`src/rtl/cdb_arbiter.sv`:
```
// cdb_arbiter
//
// Round-robin arbiter for the common data bus. Each functional unit owns a
// one-entry holding slot; at most one full slot is broadcast per cycle on a
// registered CDB. The search starts at rr_ptr and wraps modulo NREQ, and the
// pointer moves to the unit after the winner, so no unit can starve.
//
// Ports:
//   clk_in     clock, all state changes on the rising edge
//   rst_in     asynchronous active-low reset
//   rdy_in     global ready; low freezes every register
//   flush_in   synchronous misprediction flush (drops every held result)
//   req_valid  unit i presents a result
//   req_tag    ROB tag of unit i at [i*TAG_W +: TAG_W]
//   req_value  result of unit i at [i*32 +: 32]
//   req_ready  slot i accepts this cycle
//   cdb_valid  registered broadcast valid
//   cdb_tag    registered broadcast ROB tag
//   cdb_value  registered broadcast value
//   cdb_src    registered index of the winning unit
module cdb_arbiter #(
  parameter int NREQ  = 3,
  parameter int TAG_W = 4
) (
  input  logic                  clk_in,
  input  logic                  rst_in,
  input  logic                  rdy_in,
  input  logic                  flush_in,
  input  logic [NREQ-1:0]       req_valid,
  input  logic [NREQ*TAG_W-1:0] req_tag,
  input  logic [NREQ*32-1:0]    req_value,
  output logic [NREQ-1:0]       req_ready,
  output logic                  cdb_valid,
  output logic [TAG_W-1:0]      cdb_tag,
  output logic [31:0]           cdb_value,
  output logic [1:0]            cdb_src
);

  logic [NREQ-1:0]  full;
  logic [TAG_W-1:0] slot_tag   [NREQ];
  logic [31:0]      slot_value [NREQ];
  logic [1:0]       rr_ptr;

  logic [NREQ-1:0]  grant;
  logic             grant_any;
  logic [1:0]       grant_idx;
  logic [1:0]       next_ptr;
  logic [NREQ-1:0]  accept;

  // Search the full bits starting at rr_ptr and wrapping; the first full
  // slot wins. Incoming requests are never considered, so a result always
  // spends at least one cycle in its slot before it can be broadcast.
  always_comb begin : arbitrate
    int idx;
    grant     = '0;
    grant_any = 1'b0;
    grant_idx = '0;
    idx       = 0;
    for (int off = 0; off < NREQ; off++) begin
      idx = int'(rr_ptr) + off;
      if (idx >= NREQ) idx = idx - NREQ;
      if (!grant_any && idx < NREQ && full[idx]) begin
        grant[idx] = 1'b1;
        grant_any  = 1'b1;
        grant_idx  = idx[1:0];
      end
    end
    if (int'(grant_idx) == NREQ - 1) next_ptr = '0;
    else                             next_ptr = grant_idx + 2'd1;
  end

  // A slot can take a new result when it is empty or is being drained this
  // cycle, which lets one unit stream a result every cycle. Reset is folded
  // in so no unit sees ready while the arbiter is held in reset.
  always_comb begin
    req_ready = {NREQ{rst_in & rdy_in & ~flush_in}} & (~full | grant);
    accept    = req_valid & req_ready;
  end

  // Slot and CDB state. Flush outranks accept and grant; rdy_in low freezes
  // everything including the broadcast registers, which consumers qualify
  // with rdy_in themselves.
  always_ff @(posedge clk_in or negedge rst_in) begin
    if (!rst_in) begin
      full      <= '0;
      rr_ptr    <= '0;
      cdb_valid <= 1'b0;
      cdb_tag   <= '0;
      cdb_value <= '0;
      cdb_src   <= '0;
      for (int i = 0; i < NREQ; i++) begin
        slot_tag[i]   <= '0;
        slot_value[i] <= '0;
      end
    end else if (rdy_in) begin
      if (flush_in) begin
        full      <= '0;
        rr_ptr    <= '0;
        cdb_valid <= 1'b0;
      end else begin
        for (int i = 0; i < NREQ; i++) begin
          if (accept[i]) begin
            full[i]       <= 1'b1;
            slot_tag[i]   <= req_tag[i*TAG_W +: TAG_W];
            slot_value[i] <= req_value[i*32 +: 32];
          end else if (grant[i]) begin
            full[i] <= 1'b0;
          end
        end
        cdb_valid <= grant_any;
        if (grant_any) begin
          cdb_tag   <= slot_tag[grant_idx];
          cdb_value <= slot_value[grant_idx];
          cdb_src   <= grant_idx;
          rr_ptr    <= next_ptr;
        end
      end
    end
  end

endmodule

```
`config.mk`:
```
export PLATFORM = sky130hd
export DESIGN_NAME = cdb_arbiter
export DESIGN_NICKNAME = d
export VERILOG_FILES = /design/src/rtl/cdb_arbiter.sv
export SDC_FILE = /design/constraint.sdc
export NUM_CORES = 1
export LEC_CHECK = 0
export CAP_MARGIN = 15
export CORE_ASPECT_RATIO = 0.6
export CORE_MARGIN = 1.5
export CORE_UTILIZATION = 45
export DETAILED_ROUTE_END_ITERATION = 7
export GPL_ROUTABILITY_DRIVEN = 0
export PLACE_DENSITY = 0.78
export SLEW_MARGIN = 20
export SYNTH_ARGS = -nofsm -noshare
export SYNTH_HDL_FRONTEND = slang
export SYNTH_SLANG_ARGS = --single-unit
```
`constraint.sdc`:
```
create_clock -name clk_in -period 3.85 [get_ports clk_in]
set_clock_uncertainty 0.2 [all_clocks]
set_input_delay 0.77 -clock clk_in [delete_from_list [all_inputs] [get_ports clk_in]]
set_output_delay 0.77 -clock clk_in [all_outputs]
set_load 0.02 [all_outputs]
```
==> Word level (Yosys, flattened, before mapping) <==
Index checks and enable logic that the tools add are counted.
{ "word_totals": {"register_bits": 152, "inputBits": 115, "out_inout_bits": 42, "wordCells": 110} }
{ "op_classes": {"n_addsub": 6, "magnitude_cmp": 13, "n_eq_ne": 1, "muxes": 44, "bitwise": 10, "reduce_logical": 22} }
{ "op_table": {"columns": ["op", "n"], "rows": [
  ["32-bit two-way mux", 5],
  ["32-bit by 1-bit greater-or-equal comparator with 1-bit output (second input constant)", 3],
  ["32-bit by 3-bit less-than comparator with 1-bit output (second input constant)", 3],
  ["32-bit by 4-bit less-than comparator with 1-bit output (second input constant)", 3],
  ["32-bit binary-select mux with 2-bit select", 1],
  ["1-bit two-way mux", 19],
  ["2-bit two-way mux", 6],
  ["3-bit two-way mux", 4],
  ["3-bit AND reduction", 4],
  ["3-bit OR", 3],
  ["3-bit nonzero test", 3],
  ["4-bit binary-select mux with 2-bit select", 1],
  ["1-bit logical AND", 8],
  ["4-bit two-way mux", 2],
  ["2-bit AND reduction", 4],
  ["3-bit by 2-bit subtractor with 4-bit output (second input constant)", 2],
  ["3-bit AND", 2],
  ["1-bit binary-select mux with 2-bit select", 3],
  ["1-bit demux with 2-bit select", 3],
  ["3-bit by 2-bit greater-or-equal comparator with 1-bit output (second input constant)", 2],
  ["2-bit by 1-bit adder with 3-bit output (second input constant)", 1],
  ["2-bit by 2-bit adder with 3-bit output (second input constant)", 1],
  ["3-bit greater-or-equal comparator (second input constant)", 1],
  ["2-bit NOT with 3-bit output", 1],
  ["other kinds (9)", 11]
]} }

==> Depth between registers and ports, before layout <==
Gate-level depths: netlist of run 1.
{ "depth": {"word_depth": 20, "ltp_mapped": 11, "ltp_nobuf": 8} }

==> Worst setup path after synthesis of run 1 <==
Ideal clock, no wire load.
{ "synth_path": {"kind": "reg2out", "start": "register rr_ptr[0]", "end": "output req_ready[0]", "t_arrival_ns": 2.197, "required_time_ns": 2.880, "setup_slack_ns": 0.683, "stages_incl_launch_ff": 10, "n_path_buf": 1, "path_cell_list": "dfrtp_1 inv_1 ha_1 buf_4 and3_1 o21bai_1 and3_4 and2_4 or3_1 and2_1"} }
{ "synth_between": {"elab_chain_len": 17, "elab_cells_between_ends": 54, "cone_classes": "add/sub: 5; order compare: 12; mux: 23; bitwise: 4; reduce/logical: 10"} }
{ "synth_lines": {"columns": ["element", "line", "text"], "rows": [
  ["start, declared", "42", "logic [1:0] rr_ptr;"],
  ["start signal, assigned", "115", "rr_ptr <= next_ptr;"],
  ["branches (longest 14 deep; another with 32-bit by 1-bit greater-or-equal comparator with 1-bit output)", null, null],
  ["3-bit two-way mux *", "62", "if (!grant_any && idx < NREQ && full[idx]) begin"],
  ["3-bit OR *", "76", "req_ready = {NREQ{rst_in & rdy_in & ~flush_in}} & (~full | grant);"],
  ["3-bit AND *", "76", null],
  ["end, declared", "32", "output logic [NREQ-1:0] req_ready,"]
]} }
Every way passes the cells marked *. The select of a mux whose other input is x is not followed.

==> Worst setup path after layout of run 1 <==
{ "layout_path": {"start": "register rr_ptr[0]", "end": "output req_ready[1]"} }
The elaborated chain is that of the path after synthesis.

==> key figures, run 1 <==
Status
  • Status: completed

Yosys
  • Leading area contributor after synthesis: dfrtp_1
  • Ys async rst share: 100%
  • Synth warn: 0
  • Post-synthesis cell type count: 54
  • Seq/Total Area, Yosys: 53.6%
  • Top cell type's share of synthesized area: 53.6%
  • Post-synth EDFFs: 0
  • Syn Inst Count: 532
  • Top_reg_cell synth: dfrtp_1
  • Syn Nets: 654
  • Post-synthesis average cell area: 13.3 µm²
  • Netlist Area Pre-Place: 0.00710 mm²
  • Area contributors post-synth: dfrtp_1 54%, mux2_2 12%, mux2_4 6.1%
  • Flops & latches, synth: 152

Routing
  • DR iter-0 viols: 387
  • Wire per inst: 21.3 µm
  • 1st-pass router iterations: 5
  • Drt drc: 0
  • Routed Antenna Nets: 0
  • DR vias/cell: 5.80
  • Vias: 5,228
  • Detailed-route wire length: 19.2 mm

Worst setup path
  • R2R depth: 9
  • Critical path endpoint: req_ready[1]
  • Startpoint class of the critical path: register
  • Arrival @ worst endpoint: 2.77 ns
  • Worst reg2reg startpoint: rr_ptr[0]$_DFFE_PN0P_
  • Worst EP required: 2.88 ns
  • Critical path depth: 8
  • Worst-path cell chain: buf_4 > buf_4 > ha_1 > or4_1 > a41oi_1 > a41oi_1 > nor2_1 > clkdlybuf4s15_2
  • Crit path launch: rr_ptr[0]$_DFFE_PN0P_
  • Crit path max fanout: 4
  • WP buf/inv: 3
  • Worst R2R Setup Slack: 0.55 ns
  • Crit. End Element: output pin
  • R2R Path End: slot_value[42]$_DFFE_PN0P_
  • Slowest CP cell: or4_1
  • CP peak stage delay: 0.54 ns
  • Crit Path Class: reg2out
  • CP delay by family, top: simple AND/OR/NAND/NOR gates

Final layout
  • Layout cells sized above 1: 26.5%
  • Fin nets: 807
  • Post-route non-filler standard cell count: 901
  • Most common cell after layout, fill and taps aside: clkdlybuf4s50_1
  • Register area: 0.00381 mm²
  • # fillers: 1,130
  • Most frequent cells in the layout: 152 x clkdlybuf4s50_1, 150 x dfrtp_1, 73 x mux2_2
  • Final core occ: 62.1%
  • Area of the multi-input gates: 0.00310 mm²
  • Area growth from synthesis to layout: 34.3%
  • Diodes inserted: 0

Clocking
  • Worst-path clk slew: 0.07 ns
  • Skew-Pair Late Insertion Delay: 0.42 ns
  • H-tree depth: 4
  • CTS sink count: 152
  • Worst-case clock buffer depth: 2
  • CTS tree: yes
  • Cts bufs inserted: 17
  • CTS Hold Buffers Added: 0
  • CTS root buffer: clkbuf_16

Place
  • Count of input and output buffers: 156
  • Placed Cells incl. Taps: 866
  • Dpl hpwl: 12.5 mm

Power
  • Design Power: 7820 µW
  • Flop pwr share: 36.2%
  • Net Sw Power: 2840 µW
  • Combinational Power Share: 41.6%
  • Clk pwr share: 22.2%
  • Int Power: 4980 µW
  • PwrDens: 820 mW/mm²
  • Max IR drop VDD: 0.317 mV
  • Leakage: 0.00436 µW
  • Sw Ratio: 36.3%

GRT
  • Met2 GRT Util: 37.4%
  • First-pass GRT wire length: 29.6 mm
  • GRT met3 Usage: 6.82%
  • GRT busiest layer: met2
  • Vias in the first global route: 5,482
  • Total Routing Usage GR: 23.7%
  • Total gr overflow: 0
  • Met1 Resource Use GR: 31.3%
  • Largest net degree at the start of global routing: 80
  • Initial antenna violation count: 1

Timing
  • Fin crit period: 3.74 ns
  • Final Max Tran Viols: 0
  • Setup TNS: 0 ns
  • Slew at the pin with the worst max-slew slack: 1.04 ns
  • Relative slew slack: 30.8%
  • Period Utilization, post-route: 97.0%
  • Final hold viol count: 0
  • Final setup vio count: 0
  • Fmax: 0.268 GHz

Floorplanning
  • Core area: 0.0154 mm²
  • Die height: 100 µm
  • Die Width: 165 µm
  • Starting Density: 46.2%
  • Ports: 157
  • Die footprint: 0.0166 mm²
  • Core Rows: 35

Flow run
  • Maximum Capacitance Violations: 0

Min path
  • HP Class: reg2reg
worst min-delay path by stage:
| stage | start | to | slack (ns) | depth (start not counted) |
|---|---|---|---|---|
| 2_1_floorplan | slot_value[45]$_DFFE_PN0P_ | slot_value[45]$_DFFE_PN0P_ | 0.25 | 1 |
| 3_3_place_gp | slot_value[48]$_DFFE_PN0P_ | slot_value[48]$_DFFE_PN0P_ | 0.26 | 1 |
| 3_5_place_dp | slot_value[46]$_DFFE_PN0P_ | slot_value[46]$_DFFE_PN0P_ | 0.28 | 1 |
| 4_1_cts | slot_value[46]$_DFFE_PN0P_ | slot_value[46]$_DFFE_PN0P_ | 0.29 | 1 |
| 5_1_grt | slot_value[2]$_DFFE_PN0P_ | slot_value[2]$_DFFE_PN0P_ | 0.32 | 1 |
| 6_report | cdb_src[1]$_DFFE_PN0P_ | cdb_src[1]$_DFFE_PN0P_ | 0.29 | 2 |
what timing repair did:
action / CTS / global route
endpoints found under the setup margin: 3 / 2
setup buffers: 0 / 3
resized for setup: 18 / 10
pin swaps: 0 / 1
stage by stage:
step	instance area [µm²]	setup slack (ns)	hold slack, ns
after floorplan	7100	0.683	0.250
after global placement	8810	0.152	0.261
after detailed placement	8810	-0.0131	0.278
after CTS	9460	-0.0398	0.293
after global routing	9540	-0.00670	0.317
final	9540	0.115	0.288
cells in the mapped netlist (7+ instances only):
cell type and count:
mux2i_1 38, dfrtp_1 152, clkbuf_1 20, a32oi_1 37, o21ai_0 42, and3_1 37, inv_1 9, mux2_4 29
buf_2 9, buf_6 10, mux2_2 73, ha_1 7
sequential cells by signal (all words and copies together), names as in the netlist:
| signal | cells |
|---|---|
| slot_value | 96 |
| cdb_src | 2 |
| cdb_valid | 1 |
| rr_ptr | 2 |
| full | 3 |
| cdb_value | 32 |
| cdb_tag | 4 |
| slot_tag | 12 |
layout make-up:
type | count | share of cell area, %
flip-flops and latches | 152 | 39.9
multi-input cells | 328 | 32.5
repair buffers | 177 | 18.2
clock buffers | 19 | 4.75
well taps | 203 | 2.66
clock inverters | 13 | 1.64
inverters | 9 | 0.407
worst min-delay path, stage by stage (launching register included):
cell and delay, ns:
dfrtp_1 0.35, nand2_1 0.05, o21ai_0 0.06
cell families after synthesis:
logic type,share of synthesized area [%]
multiplexers,24.0
buffers and inverters,4.09
AO/OA/AOI/OAI,10.7
flip-flops,53.6
AND/OR/NAND/NOR,6.38
adder cells (fa/ha/maj),1.23
power by group through the flow:
stage / Sequential, µW / Combinational, µW / Clock [µW]
finish: 2830 / 3250 / 1730
global route: 2910 / 3500 / 1830
CTS: 2810 / 3180 / 1750
detailed placement: 2830 / 3110 / 0
global placement: 2770 / 2970 / 0
floorplan: 2880 / 1890 / 0
metal layers:
metal / wire length (µm) / up-vias
li1: - / 2294
met1: 8350 / 2636
met2: 8840 / 250
met3: 1570 / 46
met4: 410 / 2
met5: 13 / -
Note: power is estimated with default switching activity, not from simulation.
==> run 2: changes to the inputs <==
- DONT_BUFFER_PORTS: default -> 1
- PLACE_DENSITY: 0.78 -> 0.66
- TNS_END_PERCENT: default -> 50
- clock period: 3.85 -> 4.6 ns (I/O delays scaled with it)
==> key figures, run 2 (synthesized netlist as in run 1, its figures left out) <==
Power
  • Combinational Power Share: 33.1%
  • Int Power: 3760 µW
  • Leakage: 0.00371 µW
  • Net Sw Power: 2240 µW
  • Clk pwr share: 24.4%
  • Sw Ratio: 37.4%
  • Flop pwr share: 42.4%
  • PwrDens: 762 mW/mm²
  • Max IR drop VDD: 0.347 mV

Place
  • Count of input and output buffers: 0
  • Placed Cells incl. Taps: 700
  • Pre-CTS setup slack: 0.937 ns
  • Dpl hpwl: 10.7 mm

Worst setup path
  • Worst-path cell chain: inv_1 > ha_1 > and2b_2 > o21ai_1 > nand3_1 > and4_2 > or3_1 > and2_1
  • WP buf/inv: 1
  • Worst EP required: 3.48 ns
  • CP delay by family, top: simple AND/OR/NAND/NOR gates
  • Crit path max fanout: 11
  • CP peak stage delay: 0.45 ns
  • Arrival @ worst endpoint: 3.07 ns
  • Crit Path Class: reg2out
  • Startpoint class of the critical path: register
  • Critical path depth: 8
  • Crit. End Element: output pin
  • R2R depth: 9
  • Slowest CP cell: dfrtp_1

GRT
  • First-pass GRT wire length: 26.8 mm
  • Initial antenna violation count: 8
  • Total Routing Usage GR: 21.5%
  • Total gr overflow: 0
  • Largest net degree at the start of global routing: 155
  • Vias in the first global route: 4,721

Routing
  • Drt drc: 0
  • Routed Antenna Nets: 0
  • 1st-pass router iterations: 5
  • Vias: 4,495
  • Wire per inst: 23.8 µm
  • DR iter-0 viols: 307
  • DR vias/cell: 6.08
  • Detailed-route wire length: 17.6 mm

Floorplanning
  • Core Rows: 35
  • Die height: 100 µm
  • Die footprint: 0.0166 mm²
  • Starting Density: 46.2%
  • Core area: 0.0154 mm²
  • Ports: 157
  • Die Width: 165 µm

Timing
  • Unrepaired setup endpoints after global routing: false
  • Final setup vio count: 0
  • Final worst slack: 0.405 ns
  • Hold slack final: 0.155 ns
  • Slew at the pin with the worst max-slew slack: 0.767 ns
  • Setup TNS: 0 ns
  • Fmax: 0.238 GHz
  • Period Utilization, post-route: 91.2%
  • Fin crit period: 4.19 ns
  • Final hold viol count: 0
  • Final Max Tran Viols: 0
  • Relative slew slack: 48.8%

Final layout
  • Max reg flops: 96
  • Most common cell after layout, fill and taps aside: dfrtp_1
  • Most frequent cells in the layout: 152 x dfrtp_1, 73 x mux2_2, 42 x o21ai_0
  • Fin nets: 640
  • Layout cells sized above 1: 29.9%
  • Most flops, register: slot_value
  • Area growth from synthesis to layout: 10.8%
  • Top Registers: slot_value x96, cdb_value x32, slot_tag x12
  • Post-route non-filler standard cell count: 739

Status
  • Status: completed

Clocking
  • Worst-path clk slew: 0.06 ns
  • CTS root buffer: clkbuf_16
  • CTS sink count: 152
  • Worst-case clock buffer depth: 2
  • H-tree depth: 4
  • Cts bufs inserted: 17
  • Skew-Pair Late Insertion Delay: 0.41 ns
  • CTS tree: yes
  • Post-CTS setup buffer count: 0

Min path
  • HP Class: in2async

Flow run
  • Maximum Capacitance Violations: 0
==> run 2: cell count changes in the layout (fill, tap and decap cells not counted), sizes merged, moves of 2 or more <==
| cell | change |
|---|---|
| diode | +5 |
| inv | +2 |
| buf | -12 |
| clkdlybuf4s50 | -152 |
| clkbuf | -3 |
==> run 2: area by class of cell <==
class | count | area, µm²
Fill cell | 1272 | 7500
Sequential cell | 152 | 3800
Multi-Input combinational cell | 328 | 3010
Clock buffer | 17 | 425
Tap cell | 203 | 254
Clock inverter | 15 | 200
Timing Repair Buffer | 10 | 128
Inverter | 9 | 33.8
Antenna cell | 5 | 12.5
==> run 2: worst paths after layout <==
check / start / end / slack, ns
setup reg to reg: rr_ptr[1]$_DFFE_PN0P_ / slot_value[76]$_DFFE_PN0P_ / 0.91
max in group asynchronous: rst_in / cdb_value[28]$_DFFE_PN0P_ / 3.55
min in group clk_in: slot_value[45]$_DFFE_PN0P_ / slot_value[45]$_DFFE_PN0P_ / 0.29
hold / removal: rst_in / slot_value[33]$_DFFE_PN0P_ / 0.16
hold reg to reg: slot_value[45]$_DFFE_PN0P_ / slot_value[45]$_DFFE_PN0P_ / 0.29
setup / recovery: rr_ptr[1]$_DFFE_PN0P_ / req_ready[0] / 0.41
==> run 2: power by group through the flow <==
stage | registers, µW | clock network [µW] | logic [µW]
after global routing | 2620 | 1560 | 2160
after CTS | 2540 | 1500 | 1950
after detailed placement | 2560 | 0 | 1950
after global placement | 2530 | 0 | 1860
final | 2550 | 1460 | 1990
after floorplan | 2410 | 0 | 1580
==> run 2: metal layers <==
metal	up-vias	global-route usage [%]	share of wire [%]
met5	-	0	0.18
met4	6	6.03	1.4
met3	32	9.92	11
met2	205	33.6	45
met1	2281	26.7	43
li1	1971	-	-
==> run 2: timing repair <==
item | CTS | global route
endpoints found under the setup margin | 0 | 0
endpoints found under the hold margin | 150 | 104
gates resized for setup | 0 | 0
==> run 2: worst register-to-register path, cell delays in order, from the launching register on <==
cell      delay, ns
dfrtp_1        0.45
inv_1          0.15
ha_1           0.37
and2b_2        0.31
o21ai_1        0.27
nand3_1        0.22
and4_2         0.33
o311ai_4       0.20
buf_4          0.60
mux2_2         0.48
==> run 2: per-stage QoR <==
step	total power (µW)	utilization [%]	area (µm²)
after floorplan	3990	-	7100
after detailed placement	4510	46.7	7180
after CTS	5990	50.8	7800
after global routing	6340	51.2	7870
after global placement	4390	46.7	7180
final	6000	51.2	7870
==> run 3: changes to the inputs <==
- CORE_MARGIN: 1.5 -> 5
==> key figures, run 3 (synthesized netlist as in run 1, its figures left out) <==
Status
  • Status: completed

Worst setup path
  • Crit path max fanout: 11
  • Worst EP required: 3.48 ns
  • Slowest CP cell: dfrtp_1
  • Crit. End Element: output pin
  • CP delay by family, top: simple AND/OR/NAND/NOR gates
  • WP buf/inv: 1
  • CP peak stage delay: 0.44 ns
  • Crit Path Class: reg2out
  • Arrival @ worst endpoint: 3.02 ns
  • Startpoint class of the critical path: register
  • Worst R2R Setup Slack: 0.95 ns
  • Worst-path cell chain: inv_1 > ha_1 > and2b_2 > o21ai_1 > nand3_1 > and4_2 > or3_1 > and2_1

Clocking
  • Worst-case clock buffer depth: 2
  • CTS sink count: 152
  • Worst-path clk slew: 0.06 ns
  • CTS root buffer: clkbuf_16
  • Skew-Pair Late Insertion Delay: 0.41 ns
  • H-tree depth: 4
  • Cts bufs inserted: 17
  • CTS tree: yes

Floorplanning
  • Die footprint: 0.0185 mm²
  • Ports: 157
  • Core area: 0.0154 mm²
  • Die height: 107 µm
  • Die Width: 172 µm
  • Starting Density: 46.1%
  • Core Rows: 35

GRT
  • First-pass GRT wire length: 27.2 mm
  • Initial antenna violation count: 6
  • Met1 Resource Use GR: 24.4%
  • Total gr overflow: 0
  • GRT met3 Usage: 9.10%
  • GRT busiest layer: met2
  • Met2 GRT Util: 30.3%
  • Vias in the first global route: 4,742
  • Total Routing Usage GR: 19.2%
  • Largest net degree at the start of global routing: 155

Timing
  • Unrepaired setup endpoints after global routing: false
  • Fmax: 0.241 GHz
  • Final hold viol count: 0
  • Period Utilization, post-route: 90.1%
  • Final Max Tran Viols: 0
  • Hold slack final: 0.145 ns
  • Relative slew slack: 24.6%
  • Final setup vio count: 0
  • Setup TNS: 0 ns
  • Fin crit period: 4.14 ns
  • Slew at the pin with the worst max-slew slack: 1.13 ns

Routing
  • Drt drc: 0
  • DR vias/cell: 6.00
  • Vias: 4,435
  • Wire per inst: 23.9 µm
  • Routed Antenna Nets: 0
  • 1st-pass router iterations: 4
  • DR iter-0 viols: 279
  • Detailed-route wire length: 17.7 mm

Power
  • Leakage: 0.00370 µW
  • PwrDens: 752 mW/mm²
  • Int Power: 3690 µW
  • Max IR drop VDD: 0.315 mV
  • Sw Ratio: 37.4%
  • Combinational Power Share: 33.4%
  • Clk pwr share: 23.3%
  • Flop pwr share: 43.3%
  • Net Sw Power: 2210 µW

Min path
  • HP Class: in2async

Final layout
  • Most flops, register: slot_value
  • Area of the multi-input gates: 0.00301 mm²
  • Fin nets: 643
  • Layout cells sized above 1: 29.8%
  • Register area: 0.00380 mm²
  • Max reg flops: 96
  • # fillers: 1,299
  • Most frequent cells in the layout: 152 x dfrtp_1, 73 x mux2_2, 42 x o21ai_0
  • Top Registers: slot_value x96, cdb_value x32, slot_tag x12
  • Area growth from synthesis to layout: 10.5%
  • Most common cell after layout, fill and taps aside: dfrtp_1
  • Final core occ: 50.9%

Place
  • Count of input and output buffers: 0
  • Dpl hpwl: 11.6 mm

Flow run
  • Maximum Capacitance Violations: 0
[run 3: cell count changes in the layout (fill, tap and decap cells not counted), sizes merged]
cell / delta
buf: +2
diode: -2
bufinv: -1
dlygate4sd3: +1
[run 3: per-stage QoR]
stage / cells / area [µm²] / total power (µW) / setup WS, ns
after global placement: 702 / 7190 / 4400 / 1.13
final: 739 / 7850 / 5900 / 0.456
after CTS: 733 / 7770 / 5910 / 0.493
after global routing: 736 / 7840 / 6250 / 0.231
after floorplan: 532 / 7100 / 3990 / 1.28
after detailed placement: 702 / 7190 / 4530 / 0.947
[run 3: power by group through the flow]
stage               Combinational, µW  Sequential [µW]  Clock (µW)
detailed placement               1950             2580           0
finish                           1970             2550        1370
global route                     2150             2640        1470
global placement                 1870             2530           0
CTS                              1950             2560        1400
floorplan                        1580             2410           0
[run 3: path summary, 6_finish.rpt]
path | startpoint | to | depth (start not counted)
setup / recovery | rr_ptr[1]$_DFFE_PN0P_ | req_ready[0] | 8
hold / removal | rst_in | slot_tag[5]$_DFFE_PN0P_ | 1
setup reg to reg | rr_ptr[1]$_DFFE_PN0P_ | slot_tag[6]$_DFFE_PN0P_ | 9
hold reg to reg | slot_value[60]$_DFFE_PN0P_ | slot_value[60]$_DFFE_PN0P_ | 1
max in group asynchronous | rst_in | slot_tag[10]$_DFFE_PN0P_ | 1
min in group clk_in | slot_value[60]$_DFFE_PN0P_ | slot_value[60]$_DFFE_PN0P_ | 1
[run 3: repair_timing]
action | in CTS | in global routing
buffers inserted | 0 | 0
gates resized for setup | 0 | 0
hold endpoints to repair | 150 | 41
[run 3: area by class of cell]
type	count	area share [%]
Multi-Input combinational cell	328	38.4
Antenna cell	3	0.0957
Clock inverter	14	2.01
Timing Repair Buffer	13	1.95
Clock buffer	17	5.42
Inverter	9	0.431
Sequential cell	152	48.5
Tap cell	203	3.24
[run 3: per-layer routing]
layer	vias to the layer above	wire length, µm	share of wire, %
met1	2244	7210	41
met4	8	108	0.61
met2	182	8220	46
met3	19	2080	12
met5	-	56	0.32
li1	1982	-	-
==> edit, RTL diff (settings of run 3) <==
Change the parameter `TAG_W` from 4 to 5.
--- a/src/rtl/cdb_arbiter.sv
+++ b/src/rtl/cdb_arbiter.sv
@@ -20,7 +20,7 @@
 //   cdb_src    registered index of the winning unit
 module cdb_arbiter #(
   parameter int NREQ  = 3,
-  parameter int TAG_W = 4
+  parameter int TAG_W = 5
 ) (
   input  logic                  clk_in,
   input  logic                  rst_in,
Ports: changed (resized cdb_tag and req_tag); port bits go from 157 to 161. The function was not compared with the original's and may differ.
==> edit against run 3 <==
- via count shrank 6.6%
- total power rose by 4.3%
- highest routed layer unchanged
- sequential cell count is 4 higher
- cell count is 0.14% lower
- register-to-register slack got worse by 110 ps
- design area up 0.51%
- wire length shrank 4.9%
- worst setup slack better by 120 ps
- area after synthesis is 0.72% higher
- count of clock-buffer cells in the layout rose by 1
- critical path depth fell by 1
- worst hold slack improved by 24 ps
==> edit: results (changes against run 3) <==
[yosys]
seq_area_frac_synth = 0.546  ; +0.0102
synthAdderAreaFrac = 0.0122  ; -0.0000885
synth-compound-area-share = 0.0819  ; -0.0251
yosysWarnings = 0  ; unchanged
synthMuxAreaShare = 0.263  ; +0.0226
synthTopCellsByCount = dfrtp_1 (156), mux2_4 (60), mux2_2 (51)
ys_types = 44  ; -19%
synthTopCellsByArea = dfrtp_1 (55%), mux2_4 (13%), mux2_2 (8.0%), mux2i_1 (5.5%), o221ai_1 (5.0%)
syn_inst = 524  ; -1.5%

[sta]
slew_headroom = 0.327  ; +0.0813
whs_ps = 169  ; +24.0 ps

[cts]
cts-root-buf = clkbuf_16
clockBufferDepth = 2  ; unchanged
postCtsHoldBufs = 2

[global_routing]
grt_pass1_vias = 4577  ; -3.5%
grt_max_degree = 110  ; -29%
antenna_found_initial = 1  ; -5
grt_first_pass_wirelength_microns = 26600  ; -2.4%
grt_usage = 0.183  ; -0.00899
gr-total-overflow = 0  ; unchanged

[cells_and_area]
top_regs = slot_value: 96 flops, cdb_value: 32 flops, slot_tag: 15 flops
instances_no_fill = 738  ; -0.14%
nNetsFinal = 648  ; +0.78%
drive_above_1_share = 0.312  ; +0.0138
antennaDiodeCount = 0  ; -3

[worst_setup_path]
crit_fanout = 8  ; -3
reg2reg_depth = 8  ; -1
slowest_delay_ps = 530  ; +90 ps
path_delay_family = compound AO/OA/AOI/OAI gates
cpMaxStageDelayCell = nor3_1
r2r_end = cdb_value[28]
reg2reg_slack_ps = 840  ; -110 ps

[routing]
firstDrtPassIters = 5  ; +1
drt-initial-drc-count = 368  ; +32%
vias = 4142  ; -6.6%
routed_wirelength_microns = 16800  ; -4.9%

[power_and_ir_drop]
vdd_drop_max_v = 0.000407  ; +29%
p_leak_uw = 0.00372  ; +0.48%

[status]
outcome = finished, final reports clean

[place]
place_hpwl_microns = 10900  ; -6.1%
dp_cells = 705  ; +0.43%
portBuffers = 0  ; unchanged

-- edit: cell count changes in the layout (fill, tap and decap cells not counted), sizes merged, moves of 4 or more --
cell	change
and3	-38
inv	+37
clkinvlp	+6
o221ai	+40
dfrtp	+4
nand2	+41
o21ai	-36
a32oi	-36
-- edit: area by class of cell --
class	count	area, sq um
inverters	49	184
repair buffers	9	120
flip-flops and latches	156	3900
clock inverters	13	109
multi-input cells	290	2890
well taps	203	254
fillers	1282	7570
clock buffers	18	429
-- edit: metal layers --
metal  wire (microns)  track usage
met4               90       0.0477
met1             7750        0.249
met5                7            0
met2             7310        0.267
met3             1660       0.0825
-- edit: through the flow --
step	setup WS (ps)	instance area, sq um
global route	445	7890
floorplan	1420	7150
detailed placement	895	7290
CTS	573	7890
global placement	1060	7290
finish	575	7890
-- edit: power by group --
| group | switching (uW) | total [uW] | internal [uW] |
|---|---|---|---|
| Clock | 596 | 1300 | 701 |
| Sequential | 604 | 2630 | 2030 |
| Combinational | 1100 | 2230 | 1130 |
